## src/rtl/sw_result_collector_pkg.sv

```systemverilog
// sw_result_collector_pkg: shared widths, FSM states and record layout for the SmithWaterman result collector
package sw_result_collector_pkg;
  localparam int CALC_BIT = 12;
  localparam int MAX_T_NUM_BIT = 4;
  localparam int T_IDX_BIT = MAX_T_NUM_BIT + 1;
  typedef enum logic [1:0] {ST_IDLE = 2'd0, ST_RUN = 2'd1, ST_FLUSH = 2'd2, ST_DONE = 2'd3} state_t;
  localparam int REC_T_CNT_LSB = 0;
  localparam int REC_MAX_LSB = REC_T_CNT_LSB + T_IDX_BIT;
  localparam int REC_MIDX_LSB = REC_MAX_LSB + CALC_BIT;
  localparam int REC_Q_LSB = REC_MIDX_LSB + MAX_T_NUM_BIT;
  `define SW_REC_W(q_bits) (sw_result_collector_pkg::REC_Q_LSB + (q_bits))
  function automatic logic [T_IDX_BIT-1:0] sat_inc(input logic [T_IDX_BIT-1:0] v);
    return &v ? v : v + 1'b1;
  endfunction
endpackage

```

## src/rtl/sw_result_fifo.sv

```systemverilog
// sw_result_fifo: synchronous FIFO (push/pop in, empty/drop out); pop on empty ignored, push on full accepted only with a pop
module sw_result_fifo #(
  parameter int DEPTH = 4,
  parameter int W = 8
) (
  input  logic         clk,
  input  logic         rst_n,
  input  logic         push,
  input  logic         pop,
  input  logic [W-1:0] din,
  output logic [W-1:0] dout,
  output logic         empty,
  output logic         drop
);
  localparam int AW = $clog2(DEPTH);
  logic [W-1:0] mem [DEPTH];
  logic [AW-1:0] wr_ptr, rd_ptr;
  logic [AW:0] count;
  logic full, do_pop, do_push;
  assign full = count == (AW + 1)'(DEPTH);
  assign empty = count == '0;
  assign do_pop = pop & ~empty;
  assign do_push = push & (~full | do_pop);
  assign drop = push & full & ~do_pop;
  assign dout = empty ? '0 : mem[rd_ptr];
  always_ff @(posedge clk or negedge rst_n)
    if (!rst_n) begin
      wr_ptr <= '0;
      rd_ptr <= '0;
      count <= '0;
    end else begin
      wr_ptr <= do_push ? wr_ptr + 1'b1 : wr_ptr;
      rd_ptr <= do_pop ? rd_ptr + 1'b1 : rd_ptr;
      count <= count + {{AW{1'b0}}, do_push} - {{AW{1'b0}}, do_pop};
    end
  always_ff @(posedge clk)
    if (do_push) mem[wr_ptr] <= din;
endmodule

```

## src/rtl/sw_result_collector.sv

```systemverilog
// sw_result_collector: folds the SmithWaterman result stream into per-query records {q_idx, match_idx, max_result, t_count}
// buffered for a valid/ready host; reports done_o, sticky ovf_o and, with SW_RESULT_CHECK_EN, a sticky checker err_o.
module sw_result_collector
  import sw_result_collector_pkg::*;
#(
  parameter int DEPTH = 4,
  parameter int Q_IDX_BIT = 8
) (
  input  logic                              clk,
  input  logic                              rst_n,
  input  logic                              valid_i,
  input  logic [CALC_BIT-1:0]               result_i,
  input  logic                              change_q_i,
  input  logic [MAX_T_NUM_BIT-1:0]          match_idx_i,
  input  logic [CALC_BIT-1:0]               max_result_i,
  input  logic                              busy_i,
  output logic                              rd_valid_o,
  input  logic                              rd_ready_i,
  output logic [`SW_REC_W(Q_IDX_BIT)-1:0]   rd_data_o,
  output logic                              done_o,
  output logic                              ovf_o,
  output logic                              err_o
);
  localparam int REC_W = `SW_REC_W(Q_IDX_BIT);
  state_t state, state_nxt;
  logic [T_IDX_BIT-1:0] t_idx, t_cnt;
  logic [Q_IDX_BIT-1:0] q_idx;
  logic start, beat, last, empty, drop;
  assign start = (state == ST_IDLE || state == ST_DONE) && busy_i;
  assign beat = (state == ST_RUN || state == ST_FLUSH) && valid_i;
  assign last = beat && change_q_i;
  assign t_cnt = sat_inc(t_idx);
  assign rd_valid_o = ~empty;
  assign done_o = state == ST_DONE;
  always_ff @(posedge clk or negedge rst_n)
    if (!rst_n) state <= ST_IDLE;
    else state <= state_nxt;
  always_comb begin
    state_nxt = state;
    case (state)
      ST_IDLE, ST_DONE: state_nxt = busy_i ? ST_RUN : state;
      ST_RUN: state_nxt = busy_i ? ST_RUN : ST_FLUSH;
      default: state_nxt = empty ? ST_DONE : ST_FLUSH;
    endcase
  end
  always_ff @(posedge clk or negedge rst_n)
    if (!rst_n) begin
      t_idx <= '0;
      q_idx <= '0;
    end else if (start) begin
      t_idx <= '0;
      q_idx <= '0;
    end else if (last) begin
      t_idx <= '0;
      q_idx <= q_idx + 1'b1;
    end else if (beat) begin
      t_idx <= t_cnt;
    end
  always_ff @(posedge clk or negedge rst_n)
    if (!rst_n) ovf_o <= 1'b0;
    else if (drop) ovf_o <= 1'b1;
  sw_result_fifo #(.DEPTH(DEPTH), .W(REC_W)) u_fifo (
    .clk   (clk),
    .rst_n (rst_n),
    .push  (last),
    .pop   (rd_ready_i),
    .din   ({q_idx, match_idx_i, max_result_i, t_cnt}),
    .dout  (rd_data_o),
    .empty (empty),
    .drop  (drop)
  );
`ifdef SW_RESULT_CHECK_EN
  logic [CALC_BIT-1:0] ck_max, nx_max;
  logic [MAX_T_NUM_BIT-1:0] ck_idx, nx_idx;
  logic take;
  // t_idx==0 marks the first beat of a query; later beats replace only on a strictly larger result
  assign take = (t_idx == '0) || (result_i > ck_max);
  assign nx_max = take ? result_i : ck_max;
  assign nx_idx = take ? t_idx[MAX_T_NUM_BIT-1:0] : ck_idx;
  always_ff @(posedge clk or negedge rst_n)
    if (!rst_n) begin
      ck_max <= '0;
      ck_idx <= '0;
      err_o <= 1'b0;
    end else if (start) begin
      ck_max <= '0;
      ck_idx <= '0;
    end else if (last) begin
      ck_max <= '0;
      ck_idx <= '0;
      err_o <= err_o | (nx_max != max_result_i) | (nx_idx != match_idx_i);
    end else if (beat) begin
      ck_max <= nx_max;
      ck_idx <= nx_idx;
    end
`else
  logic unused_result;
  assign unused_result = ^result_i;
  assign err_o = 1'b0;
`endif
endmodule

```

## config.mk

```make
export PLATFORM = sky130hd
export DESIGN_NAME = sw_result_collector
export DESIGN_NICKNAME = d
export VERILOG_FILES = /design/src/rtl/sw_result_collector_pkg.sv /design/src/rtl/sw_result_fifo.sv /design/src/rtl/sw_result_collector.sv
export SDC_FILE = /design/constraint.sdc
export NUM_CORES = 1
export LEC_CHECK = 0
export ABC_AREA = 1
export CAP_MARGIN = 20
export CORE_MARGIN = 3
export CORE_UTILIZATION = 29
export DETAILED_ROUTE_END_ITERATION = 6
export DONT_BUFFER_PORTS = 1
export SYNTH_ARGS = -nofsm -noshare
export SYNTH_HDL_FRONTEND = slang
export SYNTH_SLANG_ARGS = --single-unit
```

## constraint.sdc

```tcl
create_clock -name clk -period 5.2 [get_ports clk]
set_input_delay 1.04 -clock clk [delete_from_list [all_inputs] [get_ports clk]]
set_output_delay 1.04 -clock clk [all_outputs]
set_load 0.01 [all_outputs]
```

==> flow_summary.toml, run 1 <==
[worst_setup_path]
arrival_ns = 2.58
critical_path_class = "reg -> out"
crit_start = "u_fifo.rd_ptr[0]$_DFFE_PN0P_"
worstPathMaxFanout = 60
cp-end-kind = "primary output"
start_kind = "register"
r2r_start = "state[0]$_DFFE_PN0P_"
required_ns = 4.16

[yosys]
synth_cells = 507
ys_seq_elements = 139
syn_avg_cell_area_sq_um = 11.5
synth_edf_count = 116
yosysSeqAreaShare_pct = 69.9
synthFlopType = "edfxtp_1"
async_reset_ff_share_pct = 16.5
synth_warnings = 0
netlist_area_sq_mm = 0.00581
synth_cell_types = 32
synthesis.nets = 552

[clock_network]
cts_buffers = 17
cts_hold_buf = 0
clock_latency_ns = 0.42
cts_resized = 0
clockBufferDepth = 2
cts_sinks = 139
cts.clk_slew.worst_paths_ns = 0.06
post_cts_buffers = 0
cts_tree = "yes"
htreeDepth = 4
clock-root-buffer = "clkbuf_16"

[floorplan]
initial_utilization_pct = 29.6
core-area_sq_mm = 0.0196
io_pins = 67
die_width_um = 148
num_rows = 51
die_y_um = 148
die_area_sq_mm = 0.0218

[timing]
period_needed_ns = 3.62
setup_tns_ns = 0
relSlewSlack_pct = 31.2
setup_viol_count_final = 0
drv_slew = 0
finalHoldViolCount = 0
clock.fmax_ghz = 0.276
worst_pin_slew_ns = 1.03
clock-skew-final_ns = 0.00661
rsz0062_at_grt = "no"
period_share_pct = 69.6

[power]
netSwitchingPower_w = 0.00137
ir_worst_vdd_mv = 0.237
seqPwrFrac_pct = 38.9
power_frac_comb_pct = 29.2
p_total_w = 0.00385
clockPowerShare_pct = 32.0
swShare_pct = 35.6
p_leak_nw = 2.40
power.density_mw_per_mm2 = 579
internal-power_w = 0.00248

[job]
cap_violations = 0

[place]
gp_congestion = 0.697
port-buffer-count = 0
dp_hpwl_mm = 6.98

[routing]
ant_nets = 0
via_per_inst = 4.58
drtIter0Drc = 264
drcViolationCount = 0
wl_met1_mm = 5.30
dr_wl_met3_um = 695
wirelength_mm = 12.1
dr.pass1.iters = 4
wl_per_cell_um = 15.5
met2_length_mm = 5.84
highest_layer = "met4"
num_vias = 3583

[global_route]
antenna_found_initial = 0
grt_overflow_total = 0
grt_usage_pct = 11.6
grt_pass1_wl_mm = 19.3
grt_pass1_vias = 3692
grt_max_degree = 61

[final_layout]
nets = 550
area_delta_synth_final_pct = 14.5
layout_commonest_cell = "nor2_1"
layout-drive-gt1-share_pct = 8.69
antenna_cells = 0
final_cell_mix = "nor2_1, edfxtp_1, o21ai_0"

[outcome]
status = "finished clean"

[worst_hold_path]
hold_path.class = "in -> async"
## sequential cells by signal (all words and copies together), names as in the netlist
register and count:
u_fifo.count 3, state 2, u_fifo.mem 116, u_fifo.wr_ptr 2, ovf_o 1, q_idx 8
t_idx 5, u_fifo.rd_ptr 2
## kinds of logic (layout without fill, tap and decap cells)
logic type	Yosys count	after routing	share of synthesized area (%)
adders and majority gates	11	11	2.50
other	1	1	0.0646
DFF	139	139	69.9
and+or+nand+nor	190	190	12.9
AOI/OAI and AO/OA	104	104	9.20
buffers and inverters	56	67	4.55
xor gates and xnor gates	6	6	0.905
## routing by layer
metal / up-vias / track usage (%)
met3: 24 / 4.81
li1: 1725 / -
met4: 0 / 5.03
met2: 88 / 19.2
met5: - / 0
met1: 1746 / 13.3
## final cells by class
cell class,instances,area (sq um)
Clock inverter,14,178
Fill cell,1905,12900
Multi-Input combinational cell,312,1520
Inverter,33,124
Tap cell,265,332
Sequential cell,139,4060
Timing Repair Buffer,2,15.0
Clock buffer,18,429
## final timing paths
path | end | slack (ns) | cells after the start
worst max-delay path | rd_data_o[28] | 1.58 | 3
worst min-delay path | state[1]$_DFFE_PN0P_ | 0.32 | 0
worst max register to register | u_fifo.mem[3][24]$_DFFE_PP_ | 2.65 | 7
worst min register to register | u_fifo.mem[1][27]$_DFFE_PP_ | 0.55 | 0
max in group asynchronous | u_fifo.rd_ptr[0]$_DFFE_PN0P_ | 4.80 | 0
min in group clk | u_fifo.mem[1][27]$_DFFE_PP_ | 0.55 | 0
## critical path, cell delays in order (launching register included)
cell	delay, ns
dfrtp_2	0.67
inv_2	0.85
o21ai_0	0.21
a21oi_1	0.43
## cell usage after synthesis (3+ instances only)
| library cell | n | area [sq um] |
|---|---|---|
| buf_4 | 5 | 37.5 |
| inv_1 | 28 | 105 |
| nand3_1 | 9 | 45.0 |
| a21oi_1 | 33 | 165 |
| ha_1 | 10 | 125 |
| buf_2 | 6 | 30.0 |
| inv_2 | 5 | 18.8 |
| clkbuf_2 | 4 | 20.0 |
| buf_6 | 3 | 33.8 |
| o21ai_1 | 15 | 75.1 |
| nand2_1 | 37 | 139 |
| xor2_1 | 4 | 35.0 |
| nor2_1 | 136 | 510 |
| clkbuf_1 | 3 | 11.3 |
| o21ai_0 | 51 | 255 |
| dfrtp_1 | 23 | 576 |
| edfxtp_1 | 116 | 3480 |
## through the flow
stage | utilization [%] | hold slack (ns) | setup slack [ns] | cells | area [sq um]
CTS | 34.0 | 0.289 | 1.53 | 783 | 6650
floorplan | - | 0.496 | 2.21 | 507 | 5810
finish | 34.0 | 0.318 | 1.58 | 783 | 6650
detailed placement | 30.9 | 0.540 | 2.00 | 751 | 6050
global route | 34.0 | 0.282 | 1.33 | 783 | 6650
global placement | 30.9 | 0.532 | 2.00 | 751 | 6050
## power groups by stage
| stage | Sequential [W] | Clock, W | Combinational (W) |
|---|---|---|---|
| final | 0.00150 | 0.00123 | 0.00112 |
| after global routing | 0.00152 | 0.00131 | 0.00128 |
| after CTS | 0.00150 | 0.00126 | 0.00115 |
| after detailed placement | 0.00152 | 0 | 0.00114 |
| after global placement | 0.00151 | 0 | 0.00111 |
| after floorplan | 0.00145 | 0 | 0.000935 |
Note: power is estimated with default switching activity, not from simulation.
==> run 2, diff against run 1 <==
clock period = 3.2 ns   (was 5.2 ns; I/O delays follow)
==> run 2 against run 1 <==
Non-clock buffer count up 14. Register-to-register slack got worse by 1.9 ns. Cell count rose by 1.8%. Critical path depth is 2 higher. Highest routed layer unchanged. Total power is 64% higher. Global-route usage fell by 0.079 points. Sequential power rose by 61%. Clock skew increased by 0.0023 ns.
==> flow_summary.toml, run 2 (same netlist as run 1, synthesis figures left out) <==
[place]
dp_hpwl_mm = 7.85
port-buffer-count = 0
gp_congestion = 0.744
place_area_sq_mm = 0.00614

[global_route]
grt_pass1_wl_mm = 19.2
grt_max_degree = 30
grt_overflow_total = 0
grt_usage_pct = 11.6
antenna_found_initial = 0
grt_pass1_vias = 3588

[timing]
period_share_pct = 87.2
rsz0062_at_grt = "no"
period_needed_ns = 2.79
drv_slew = 0
relSlewSlack_pct = 58.8
setup_tns_ns = 0
setup_viol_count_final = 0
clock.fmax_ghz = 0.358
clock-skew-final_ns = 0.00886
worst_pin_slew_ns = 0.616
finalHoldViolCount = 0

[clock_network]
clock-root-buffer = "clkbuf_16"
clockBufferDepth = 2
cts_sinks = 139
cts_tree = "yes"
post_cts_buffers = 0
cts_buffers = 17
cts.clk_slew.worst_paths_ns = 0.06
htreeDepth = 4
clock_latency_ns = 0.41

[worst_hold_path]
hold_path.class = "in -> async"

[final_layout]
finish.utilization_pct = 34.6
stdcell_area_sq_mm = 0.00677
final_cell_mix = "nor2_1, edfxtp_1, o21ai_0"
filler_cell_count = 1920
layout-drive-gt1-share_pct = 10.9
layout_commonest_cell = "nor2_1"
antenna_cells = 0
top_register = "u_fifo.mem"
nets = 564
reg_top3 = "u_fifo.mem: 116 flops, q_idx: 8 flops, t_idx: 5 flops"
area_delta_synth_final_pct = 16.5
largest_reg_flops = 116

[worst_setup_path]
required_ns = 2.56
critical_path_class = "reg -> out"
rrSetupSlack_ns = 0.78
arrival_ns = 2.15
cp-end-kind = "primary output"
worstPathMaxFanout = 29
start_kind = "register"

[job]
cap_violations = 0

[floorplan]
die_width_um = 148
die_area_sq_mm = 0.0218
die_y_um = 148
num_rows = 51
initial_utilization_pct = 29.6
core-area_sq_mm = 0.0196
io_pins = 67

[outcome]
status = "finished clean"

[routing]
dr.pass1.iters = 5
via_per_inst = 4.50
wirelength_mm = 12.2
wl_per_cell_um = 15.3
num_vias = 3590
ant_nets = 0
drtIter0Drc = 384
drcViolationCount = 0

[power]
power.density_mw_per_mm2 = 934
ir_worst_vdd_mv = 0.367
p_total_w = 0.00632
p_leak_nw = 2.49
[run 2: path summary, 6_finish.rpt]
path	startpoint	end	depth (start not counted)
min reg2reg	q_idx[6]$_DFFE_PN0P_	u_fifo.mem[1][27]$_DFFE_PP_	0
min	rst_n	state[1]$_DFFE_PN0P_	1
max reg2reg	state[0]$_DFFE_PN0P_	u_fifo.count[2]$_DFF_PN0_	12
max	u_fifo.rd_ptr[1]$_DFFE_PN0P_	rd_data_o[28]	5
min in group clk	match_idx_i[2]	u_fifo.mem[3][19]$_DFFE_PP_	0
max in group asynchronous	rst_n	u_fifo.rd_ptr[0]$_DFFE_PN0P_	1
[run 2: area by class of cell]
class / count / area [sq um] / share of cell area [%]
clock buffer: 19 / 433 / 6.40
clock inverter: 13 / 173 / 2.55
inverter: 33 / 124 / 1.83
multi-input combinational: 312 / 1520 / 22.4
sequential: 139 / 4060 / 60.0
tap: 265 / 332 / 4.90
timing repair buffer: 16 / 133 / 1.96
[run 2: report_power, final]
group	switching, W	internal, W	leakage [nW]	total [W]
combinational	0.00134	0.000569	0.828	0.00191
sequential	0.000174	0.00223	1.36	0.00241
clock	0.000707	0.00129	0.298	0.00200
[run 2: through the flow]
step           setup slack, ns  hold slack, ns  instances
3_3_place_gp             0.754           0.346        764
6_report                 0.409          0.0337        797
3_5_place_dp             0.731           0.346        764
4_1_cts                  0.300          0.0171        797
2_1_floorplan            0.452           0.344        507
5_1_grt                  0.230          0.0154        797
[run 2: per-layer routing]
layer  global-route usage (%)  up-vias  wire, um  part of all wire, %
met2                     19.4       91      6150                   50
met3                     4.38       13       709                  5.8
li1                         -     1754         -                    -
met1                     13.7     1732      5210                   43
met5                        0        -         0                    0
met4                     3.87        0       123                  1.0
[run 2: what timing repair did]
item,in CTS,in global routing
gates resized for setup,0,0
hold endpoints to repair,23,0
hold buffers,1,0
[run 2: worst max-delay path: stages (launching register included)]
cell and delay, ns:
dfrtp_1 0.64, inv_2 0.39, nor2_1 0.17, o21ai_0 0.09
a21oi_1 0.26, buf_4 0.18
